[src/rtl/an_mux_scan_controller_if.sv]
// Bundles the scan controller's tester-control, analog-mux and ADC-channel signals.
// master: tester/ADC side; slave: the scan controller.
interface an_mux_scan_controller_if #(
    parameter int AN_MUX_WIDTH = 8
);
    logic                    start;
    logic                    abort;
    logic [AN_MUX_WIDTH-1:0] first_addr;
    logic [AN_MUX_WIDTH-1:0] last_addr;
    logic                    busy;
    logic                    done;
    logic                    timeout_err;
    logic                    an_mux_enable;
    logic [AN_MUX_WIDTH-1:0] an_mux_addr;
    logic                    sample_adc;
    logic                    adc_updated;
    logic [11:0]             adc_measurement;
    logic                    result_valid;
    logic [AN_MUX_WIDTH-1:0] result_addr;
    logic [11:0]             result_data;

    modport master (
        output start, abort, first_addr, last_addr, adc_updated, adc_measurement,
        input  busy, done, timeout_err, an_mux_enable, an_mux_addr, sample_adc,
               result_valid, result_addr, result_data
    );

    modport slave (
        input  start, abort, first_addr, last_addr, adc_updated, adc_measurement,
        output busy, done, timeout_err, an_mux_enable, an_mux_addr, sample_adc,
               result_valid, result_addr, result_data
    );
endinterface

[src/rtl/an_mux_scan_controller.sv]
// Sweeps a contiguous (wrapping) range of analog-mux addresses: settle, trigger the ADC,
// wait for its update and emit one tagged 12-bit result per channel.
module an_mux_scan_controller #(
    parameter int AN_MUX_WIDTH   = 8,
    parameter int SETTLE_CYCLES  = 100,
    parameter int TIMEOUT_CYCLES = 4096
) (
    input  logic                   clk,
    input  logic                   rst,
    an_mux_scan_controller_if.slave bus
);
    localparam int CNT_MAX = (SETTLE_CYCLES > TIMEOUT_CYCLES) ? SETTLE_CYCLES : TIMEOUT_CYCLES;
    localparam int CNT_W   = $clog2(CNT_MAX + 1);
    localparam logic [CNT_W-1:0] SETTLE_LOAD  = CNT_W'(SETTLE_CYCLES - 1);
    localparam logic [CNT_W-1:0] TIMEOUT_LOAD = CNT_W'(TIMEOUT_CYCLES - 1);

    typedef enum logic [2:0] {S_IDLE, S_SETTLE, S_SAMPLE, S_WAIT, S_STORE, S_DONE} state_t;

    state_t                  state_q, state_d;
    logic [AN_MUX_WIDTH-1:0] cur_q, cur_d;
    logic [AN_MUX_WIDTH-1:0] last_q, last_d;
    logic [CNT_W-1:0]        cnt_q, cnt_d;
    logic                    busy_q, busy_d;
    logic                    done_q, done_d;
    logic                    terr_q, terr_d;
    logic                    en_q, en_d;
    logic                    samp_q, samp_d;
    logic                    rv_q, rv_d;
    logic [AN_MUX_WIDTH-1:0] addr_q, addr_d;
    logic [AN_MUX_WIDTH-1:0] raddr_q, raddr_d;
    logic [11:0]             rdata_q, rdata_d;
    logic                    advance;

    always_comb begin
        state_d = state_q;
        cur_d   = cur_q;
        last_d  = last_q;
        cnt_d   = cnt_q;
        terr_d  = terr_q;
        raddr_d = raddr_q;
        rdata_d = rdata_q;
        advance = 1'b0;
        if (bus.abort && state_q != S_IDLE) begin
            state_d = S_IDLE;
        end else begin
            unique case (state_q)
                S_IDLE: begin
                    if (bus.start && !bus.abort) begin
                        cur_d   = bus.first_addr;
                        last_d  = bus.last_addr;
                        cnt_d   = SETTLE_LOAD;
                        terr_d  = 1'b0;
                        state_d = S_SETTLE;
                    end
                end
                S_SETTLE: begin
                    if (cnt_q == '0) state_d = S_SAMPLE;
                    else             cnt_d   = cnt_q - 1'b1;
                end
                S_SAMPLE: begin
                    cnt_d   = TIMEOUT_LOAD;
                    state_d = S_WAIT;
                end
                // An update strobe seen during SAMPLE belongs to an earlier conversion, so only WAIT captures.
                S_WAIT: begin
                    if (bus.adc_updated) begin
                        rdata_d = bus.adc_measurement;
                        raddr_d = cur_q;
                        state_d = S_STORE;
                    end else if (cnt_q == '0) begin
                        terr_d  = 1'b1;
                        advance = 1'b1;
                    end else begin
                        cnt_d = cnt_q - 1'b1;
                    end
                end
                S_STORE: advance = 1'b1;
                S_DONE:  state_d = S_IDLE;
                default: state_d = S_IDLE;
            endcase
            if (advance) begin
                if (cur_q == last_q) begin
                    state_d = S_DONE;
                end else begin
                    cur_d   = cur_q + 1'b1;
                    cnt_d   = SETTLE_LOAD;
                    state_d = S_SETTLE;
                end
            end
        end

        // Outputs are decoded from the next state so they are all register outputs.
        busy_d = (state_d != S_IDLE);
        en_d   = (state_d inside {S_SETTLE, S_SAMPLE, S_WAIT, S_STORE});
        addr_d = en_d ? cur_d : addr_q;
        samp_d = (state_d == S_SAMPLE);
        rv_d   = (state_d == S_STORE);
        done_d = (state_d == S_DONE);
    end

    always_ff @(posedge clk or posedge rst) begin
        if (rst) begin
            state_q <= S_IDLE;
            cur_q   <= '0;
            last_q  <= '0;
            cnt_q   <= '0;
            busy_q  <= 1'b0;
            done_q  <= 1'b0;
            terr_q  <= 1'b0;
            en_q    <= 1'b0;
            samp_q  <= 1'b0;
            rv_q    <= 1'b0;
            addr_q  <= '0;
            raddr_q <= '0;
            rdata_q <= '0;
        end else begin
            state_q <= state_d;
            cur_q   <= cur_d;
            last_q  <= last_d;
            cnt_q   <= cnt_d;
            busy_q  <= busy_d;
            done_q  <= done_d;
            terr_q  <= terr_d;
            en_q    <= en_d;
            samp_q  <= samp_d;
            rv_q    <= rv_d;
            addr_q  <= addr_d;
            raddr_q <= raddr_d;
            rdata_q <= rdata_d;
        end
    end

    assign bus.busy          = busy_q;
    assign bus.done          = done_q;
    assign bus.timeout_err   = terr_q;
    assign bus.an_mux_enable = en_q;
    assign bus.an_mux_addr   = addr_q;
    assign bus.sample_adc    = samp_q;
    assign bus.result_valid  = rv_q;
    assign bus.result_addr   = raddr_q;
    assign bus.result_data   = rdata_q;
endmodule

[src/flat_wrapper.sv]
// flat-port wrapper written by rule: the top's interface ports become plain ports
module an_mux_scan_controller_flat 
#(
    parameter int AN_MUX_WIDTH   = 8,
    parameter int SETTLE_CYCLES  = 100,
    parameter int TIMEOUT_CYCLES = 4096
)
  (clk, rst, bus_start, bus_abort, bus_first_addr, bus_last_addr, bus_adc_updated, bus_adc_measurement, bus_busy, bus_done, bus_timeout_err, bus_an_mux_enable, bus_an_mux_addr, bus_sample_adc, bus_result_valid, bus_result_addr, bus_result_data);
  an_mux_scan_controller_if #(.AN_MUX_WIDTH(AN_MUX_WIDTH)) bus_i ();
  input  logic clk;
  input  logic rst;
  input wire logic [$bits(bus_i.start)-1:0] bus_start;
  input wire logic [$bits(bus_i.abort)-1:0] bus_abort;
  input wire logic [$bits(bus_i.first_addr)-1:0] bus_first_addr;
  input wire logic [$bits(bus_i.last_addr)-1:0] bus_last_addr;
  input wire logic [$bits(bus_i.adc_updated)-1:0] bus_adc_updated;
  input wire logic [$bits(bus_i.adc_measurement)-1:0] bus_adc_measurement;
  output wire logic [$bits(bus_i.busy)-1:0] bus_busy;
  output wire logic [$bits(bus_i.done)-1:0] bus_done;
  output wire logic [$bits(bus_i.timeout_err)-1:0] bus_timeout_err;
  output wire logic [$bits(bus_i.an_mux_enable)-1:0] bus_an_mux_enable;
  output wire logic [$bits(bus_i.an_mux_addr)-1:0] bus_an_mux_addr;
  output wire logic [$bits(bus_i.sample_adc)-1:0] bus_sample_adc;
  output wire logic [$bits(bus_i.result_valid)-1:0] bus_result_valid;
  output wire logic [$bits(bus_i.result_addr)-1:0] bus_result_addr;
  output wire logic [$bits(bus_i.result_data)-1:0] bus_result_data;
  assign bus_i.start = bus_start;
  assign bus_i.abort = bus_abort;
  assign bus_i.first_addr = bus_first_addr;
  assign bus_i.last_addr = bus_last_addr;
  assign bus_i.adc_updated = bus_adc_updated;
  assign bus_i.adc_measurement = bus_adc_measurement;
  assign bus_busy = bus_i.busy;
  assign bus_done = bus_i.done;
  assign bus_timeout_err = bus_i.timeout_err;
  assign bus_an_mux_enable = bus_i.an_mux_enable;
  assign bus_an_mux_addr = bus_i.an_mux_addr;
  assign bus_sample_adc = bus_i.sample_adc;
  assign bus_result_valid = bus_i.result_valid;
  assign bus_result_addr = bus_i.result_addr;
  assign bus_result_data = bus_i.result_data;
  an_mux_scan_controller #(.AN_MUX_WIDTH(AN_MUX_WIDTH), .SETTLE_CYCLES(SETTLE_CYCLES), .TIMEOUT_CYCLES(TIMEOUT_CYCLES)) u_core (.clk(clk), .rst(rst), .bus(bus_i));
endmodule
[config.mk]
export PLATFORM = sky130hd
export DESIGN_NAME = an_mux_scan_controller_flat
export DESIGN_NICKNAME = d
export VERILOG_FILES = /design/src/rtl/an_mux_scan_controller_if.sv /design/src/rtl/an_mux_scan_controller.sv /design/src/flat_wrapper.sv
export SDC_FILE = /design/constraint.sdc
export NUM_CORES = 1
export LEC_CHECK = 0
export ABC_AREA = 0
export CAP_MARGIN = 10
export CORE_MARGIN = 5
export CORE_UTILIZATION = 50
export CTS_CLUSTER_SIZE = 25
export DETAILED_ROUTE_END_ITERATION = 6
export HOLD_SLACK_MARGIN = 0.08
export PLACE_DENSITY = 0.77
export SYNTH_ARGS = -nofsm -noshare
export SYNTH_HDL_FRONTEND = slang
export SYNTH_SLANG_ARGS = --single-unit
[constraint.sdc]
create_clock -name clk -period 3.05 [get_ports clk]
set_input_delay 0.305 -clock clk [delete_from_list [all_inputs] [get_ports clk]]
set_output_delay 0.305 -clock clk [all_outputs]
set_load 0.02 [all_outputs]
**Word-level counts from Yosys, hierarchy flattened**

Index checks and enable logic that the tools add are counted.

- Add/subtract/negate cells: 2
- Eq/ne operators: 13
- Multiplexer cells: 26
- Bitwise logic cells: 1
- Reduce and logical (&&, ||, !) cells: 12

Operators with widths:

| cell | number |
|---|---|
| 13-bit 2-to-1 mux | 5 |
| 13-bit case mux with 4 select lines | 1 |
| 8-bit 2-to-1 mux | 5 |
| 3-bit 2-to-1 mux | 6 |
| 3-bit case mux with 5 select lines | 1 |
| 13-bit zero test | 1 |
| 13-bit by 1-bit subtractor with 13-bit output, second input constant | 1 |
| 3-bit by 2-bit == test with 1-bit output, second input constant | 4 |
| 3-bit == test, second input constant | 3 |
| 8-bit by 1-bit adder with 8-bit output, second input constant | 1 |
| 8-bit == test | 1 |
| 3-bit by 1-bit == test with 1-bit output, second input constant | 2 |
| 1-bit 2-to-1 mux | 6 |
| 3-bit AND reduction | 2 |
| 3-bit nonzero test | 2 |
| 5-bit AND reduction | 1 |
| 2-bit by 1-bit inequality test with 1-bit output, second input constant | 2 |
| 1-bit case mux with 2 select lines | 2 |
| 4-bit nonzero test | 1 |
| 3-bit zero test | 1 |
| 1-bit logical AND | 2 |
| 2-bit inequality test, second input constant | 1 |
| 2-bit nonzero test | 1 |
| 1-bit zero test | 1 |
| 1-bit NOT | 1 |

- Register bits after elaboration: 66

**Depth between registers and ports, before layout**

- Depth after elaboration: 9
- Depth in mapped cells: 9

**Worst setup path after synthesis**

Ideal clock, no wire load.

- Path type: flip-flop to flip-flop
- Start: register u_core.cnt_q[0]
- End: register u_core.addr_q[0], in the netlist u_core.bus.an_mux_addr[0]
- Library setup time: 0.129 ns
- Arrival time: 2.187 ns
- Slack: 0.734 ns
- Stages on the path, launching flop included: 9
- Path through: dfrtp_1 inv_1 ha_1 nor4b_4 nand4_4 o41ai_4 nand3_2 and3_1 o41a_1

- Word-level cells in the longest chain between the ends: 9

RTL lines:

| item | line | RTL |
|---|---|---|
| start: declaration | an_mux_scan_controller.sv:22 | `logic [CNT_W-1:0] cnt_q, cnt_d;` |
| start signal: assignment | an_mux_scan_controller.sv:120 | `cnt_q <= cnt_d;` |
| 13-bit zero test (*) | an_mux_scan_controller.sv:57, an_mux_scan_controller.sv:70 |  |
| 1-bit 2-to-1 mux | an_mux_scan_controller.sv:70 | `end else if (cnt_q == '0) begin` |
| 1-bit 2-to-1 mux | an_mux_scan_controller.sv:66 | `if (bus.adc_updated) begin` |
| 1-bit case mux with 2 select lines | an_mux_scan_controller.sv:46 | `unique case (state_q)` |
| 1-bit 2-to-1 mux | an_mux_scan_controller.sv:43 | `if (bus.abort && state_q != S_IDLE) begin` |
| 3-bit 2-to-1 mux | an_mux_scan_controller.sv:81 | `if (advance) begin` |
| 3-bit 2-to-1 mux | an_mux_scan_controller.sv:43 |  |
| 3-bit by 1-bit == test with 1-bit output, or another cell as far along | an_mux_scan_controller.sv:94 | `en_d = (state_d inside {S_SETTLE, S_SAMPLE, S_WAIT, S_STORE});` |
| 4-bit nonzero test | an_mux_scan_controller.sv:94 |  |
| end signal: assignment | an_mux_scan_controller.sv:127 | `addr_q <= addr_d;` |
| end: declaration | an_mux_scan_controller.sv:29 | `logic [AN_MUX_WIDTH-1:0] addr_q, addr_d;` |

Every way passes the cells marked *; elsewhere a longest branch is shown, timed or not. The select of a mux whose other input is x is not followed.
A chain may end at the register's enable or synchronous reset.

**Worst setup path in the final report**

Ends and elaborated chain as after synthesis.

==> metrics.txt <==
CTS tree done; Area Overhead vs Synth 29.1%; RSZ-0062 raised after global routing no; crit path DAT 2.88 ns; commonest cells in the synthesized netlist 66 x dfrtp_1, 49 x nand2_1, 31 x nor2_1; PostCTS Resize Cnt 0; DR vias/cell 5.69; synth warn 0; Post-Route WL between 9000 and 10,000 um; worst flop-to-flop path startpoint u_core.cnt_q[0]$_DFFE_PP0N_; #FFs+latches synth 66; 1st-iter DRT viols 289; Post-layout nets 460; clock buffer depth 2; synth top area cells dfrtp_1 47%, mux2_2 7.1%, nand2_1 5.3%; Tcrit/Tclk final approximately 87%; post-DP HPWL about 6600 um; final core utilization about two thirds; Leakage slightly below 0.002 uW; global-route wire length before repair approximately 14,000 um; Post-Synthesis Cells about 350; max frequency 0.377 GHz; First-pass DRT Iterations 4; Slew HR between 40% and 50%; Top FF cell, synth dfrtp_1; hold buffers post-CTS 0; measured slew at the worst slew-check pin roughly 0.8 ns; io pins between 60 and 70; Initial Utilization 51.3%; # clock sinks 66; Critical Path Fanout Max 6; Multi-input gate area approximately 1700 sq um; Worst-path clk slew ~0.090 ns; critical path class reg2reg; startpoint type of the worst setup path flip-flop; Tightest Hold Check Type in2async; worst clock skew approximately 0.012 ns; status complete, no violations; die height just over 90 um; die area between 8000 and 9000 sq um; wire per inst approximately 17 um; routability congestion estimate a little over 0.9; Worst-Skew Late Latency 0.35 ns; Mapped Area around 3500 sq um; vias in the first global route between 2,000 and 3,000; Inserted Diodes 0; sequential area share after synthesis 47.4%; total clock buffers created by CTS 9; fin. max-slew vios 0; Total GRT Usage between 20% and 30%; post-synth top area cell dfrtp_1; minimum period implied by the final worst setup slack 2.65 ns; syn_nets between 300 and 400; Setup Buffers After CTS 0; Post-route DRC 0; register area between 1500 and 2000 sq um; cell with the most instances after synthesis dfrtp_1; grt total ovfl 0; CTS H-tree depth 3; Fillers 525; Avg Cell Area, Syn 9.86 sq um; largest net degree at the start of global routing 38; areal power density over the cells around 540 nW/um^2; ANT nets after route 0; crit end category flip-flop; num rows 30; Setup Viol. Count Final 0; Cell variety after synth approximately 60; maximum VDD drop about 0.00031 V; core region area around 6800 sq um; Synth top area share 47.4%; Via Count 2,994; Die Wd 93.5 um; setup_tns 0 ns; reg2reg path depth 8; input/output buffers 66; CP startpoint u_core.cnt_q[0]$_DFFE_PP0N_; WP data required about 3.3 ns; Post-synth ARST share 100%; Max Cap Viol 0; EDFF count, synth 0; share of layout cells above drive strength 1 roughly 16%; initial antenna violation count 0; CTS Root Cell clkbuf_8; final hold viol count 0
==> cells by family (layout without fill, tap and decap cells) <==
logic type / count (synthesis) / after routing / share of synthesized area (%)
buf+inv: 25 / 102 / 2.98
compound gates: 82 / 82 / 17.8
xor+xnor: 9 / 9 / 2.26
fa+ha+maj: 2 / 2 / 0.719
simple gates: 145 / 145 / 21.0
flops: 66 / 66 / 47.4
mux: 24 / 24 / 7.83
==> final cells by class <==
type / count / area share (%)
multi-input cells: 262 / 38.5
flip-flops and latches: 66 / 36.7
repair buffers: 78 / 17.0
clock buffers: 9 / 2.76
well taps: 96 / 2.67
clock inverters: 7 / 1.70
inverters: 8 / 0.668
==> worst max-delay path, cell delays in order, from the launching register on <==
cell and delay [ns]:
dfrtp_1 0.42, inv_1 0.11, ha_1 0.23, nor4b_4 0.40, nand4_4 0.18, o41ai_4 0.34
nand3_2 0.22, and3_1 0.26, o41a_1 0.37
==> through the flow <==
stage          cell area [sq um]  hold slack [ns]  std cells  worst slack [ns]  total power [uW]
2_1_floorplan               3480            0.385        353             0.734              1460
3_3_place_gp                4290            0.473        510             0.558              1670
3_5_place_dp                4290            0.480        510             0.480              1690
4_1_cts                     4490            0.408        526             0.457              2440
5_1_grt                     4490            0.444        526             0.222              2550
6_report                    4490            0.374        526             0.399              2440
==> placed cells by master, fill, tap and decap left out, types with 3 or more instances in the layout <==
cell type	n
and3_1	7
xnor2_1	9
o221a_2	3
a211oi_1	3
o21ai_0	14
nand2_1	49
nor3_1	12
clkbuf_8	9
a21oi_1	14
mux2_2	22
buf_4	11
clkdlybuf4s50_1	66
and2_1	4
o21a_1	5
nand4_1	5
inv_1	6
dfrtp_1	66
nor2_1	30
a22o_1	3
nand2b_1	4
o2bb2ai_1	5
a31oi_1	7
nor4_1	4
nor2b_1	4
nand3_1	11
==> per-layer routing <==
metal / global-route usage (%) / part of all wire, % / routed length, um
met2: 32.9 / 48 / 4300
met3: 4.51 / 5.7 / 514
met1: 27.9 / 44 / 4020
met4: 10.5 / 2.2 / 199
met5: 0 / 0 / 0
==> report_power, final <==
group | total [uW] | switching, uW | internal [uW]
registers | 1110 | 131 | 979
logic | 570 | 285 | 286
clock network | 759 | 376 | 383
==> path summary, 6_finish.rpt <==
| path | to | slack, ns |
|---|---|---|
| setup reg to reg | u_core.bus.an_mux_addr[0]$_DFFE_PP0P_ | 0.40 |
| max in group asynchronous | u_core.cur_q[0]$_DFF_PP0_ | 2.04 |
| hold / removal | u_core.cnt_q[3]$_DFFE_PP0N_ | 0.37 |
| setup / recovery | u_core.bus.an_mux_addr[0]$_DFFE_PP0P_ | 0.40 |
| hold reg to reg | u_core.bus.an_mux_addr[6]$_DFFE_PP0P_ | 0.49 |
| min in group clk | u_core.last_q[2]$_DFFE_PP0P_ | 0.47 |
==> sequential cells by signal (all words and copies together), names as in the netlist <==
register and cells:
u_core.state_q 3, u_core.bus.result_valid 1, u_core.bus.done 1, u_core.cur_q 8
u_core.bus.an_mux_addr 8, u_core.cnt_q 13, u_core.bus.result_data 12, u_core.bus.busy 1
u_core.last_q 8, u_core.bus.sample_adc 1, u_core.bus.timeout_err 1, u_core.bus.an_mux_enable 1
u_core.bus.result_addr 8
Note: power is estimated with default switching activity, not from simulation.
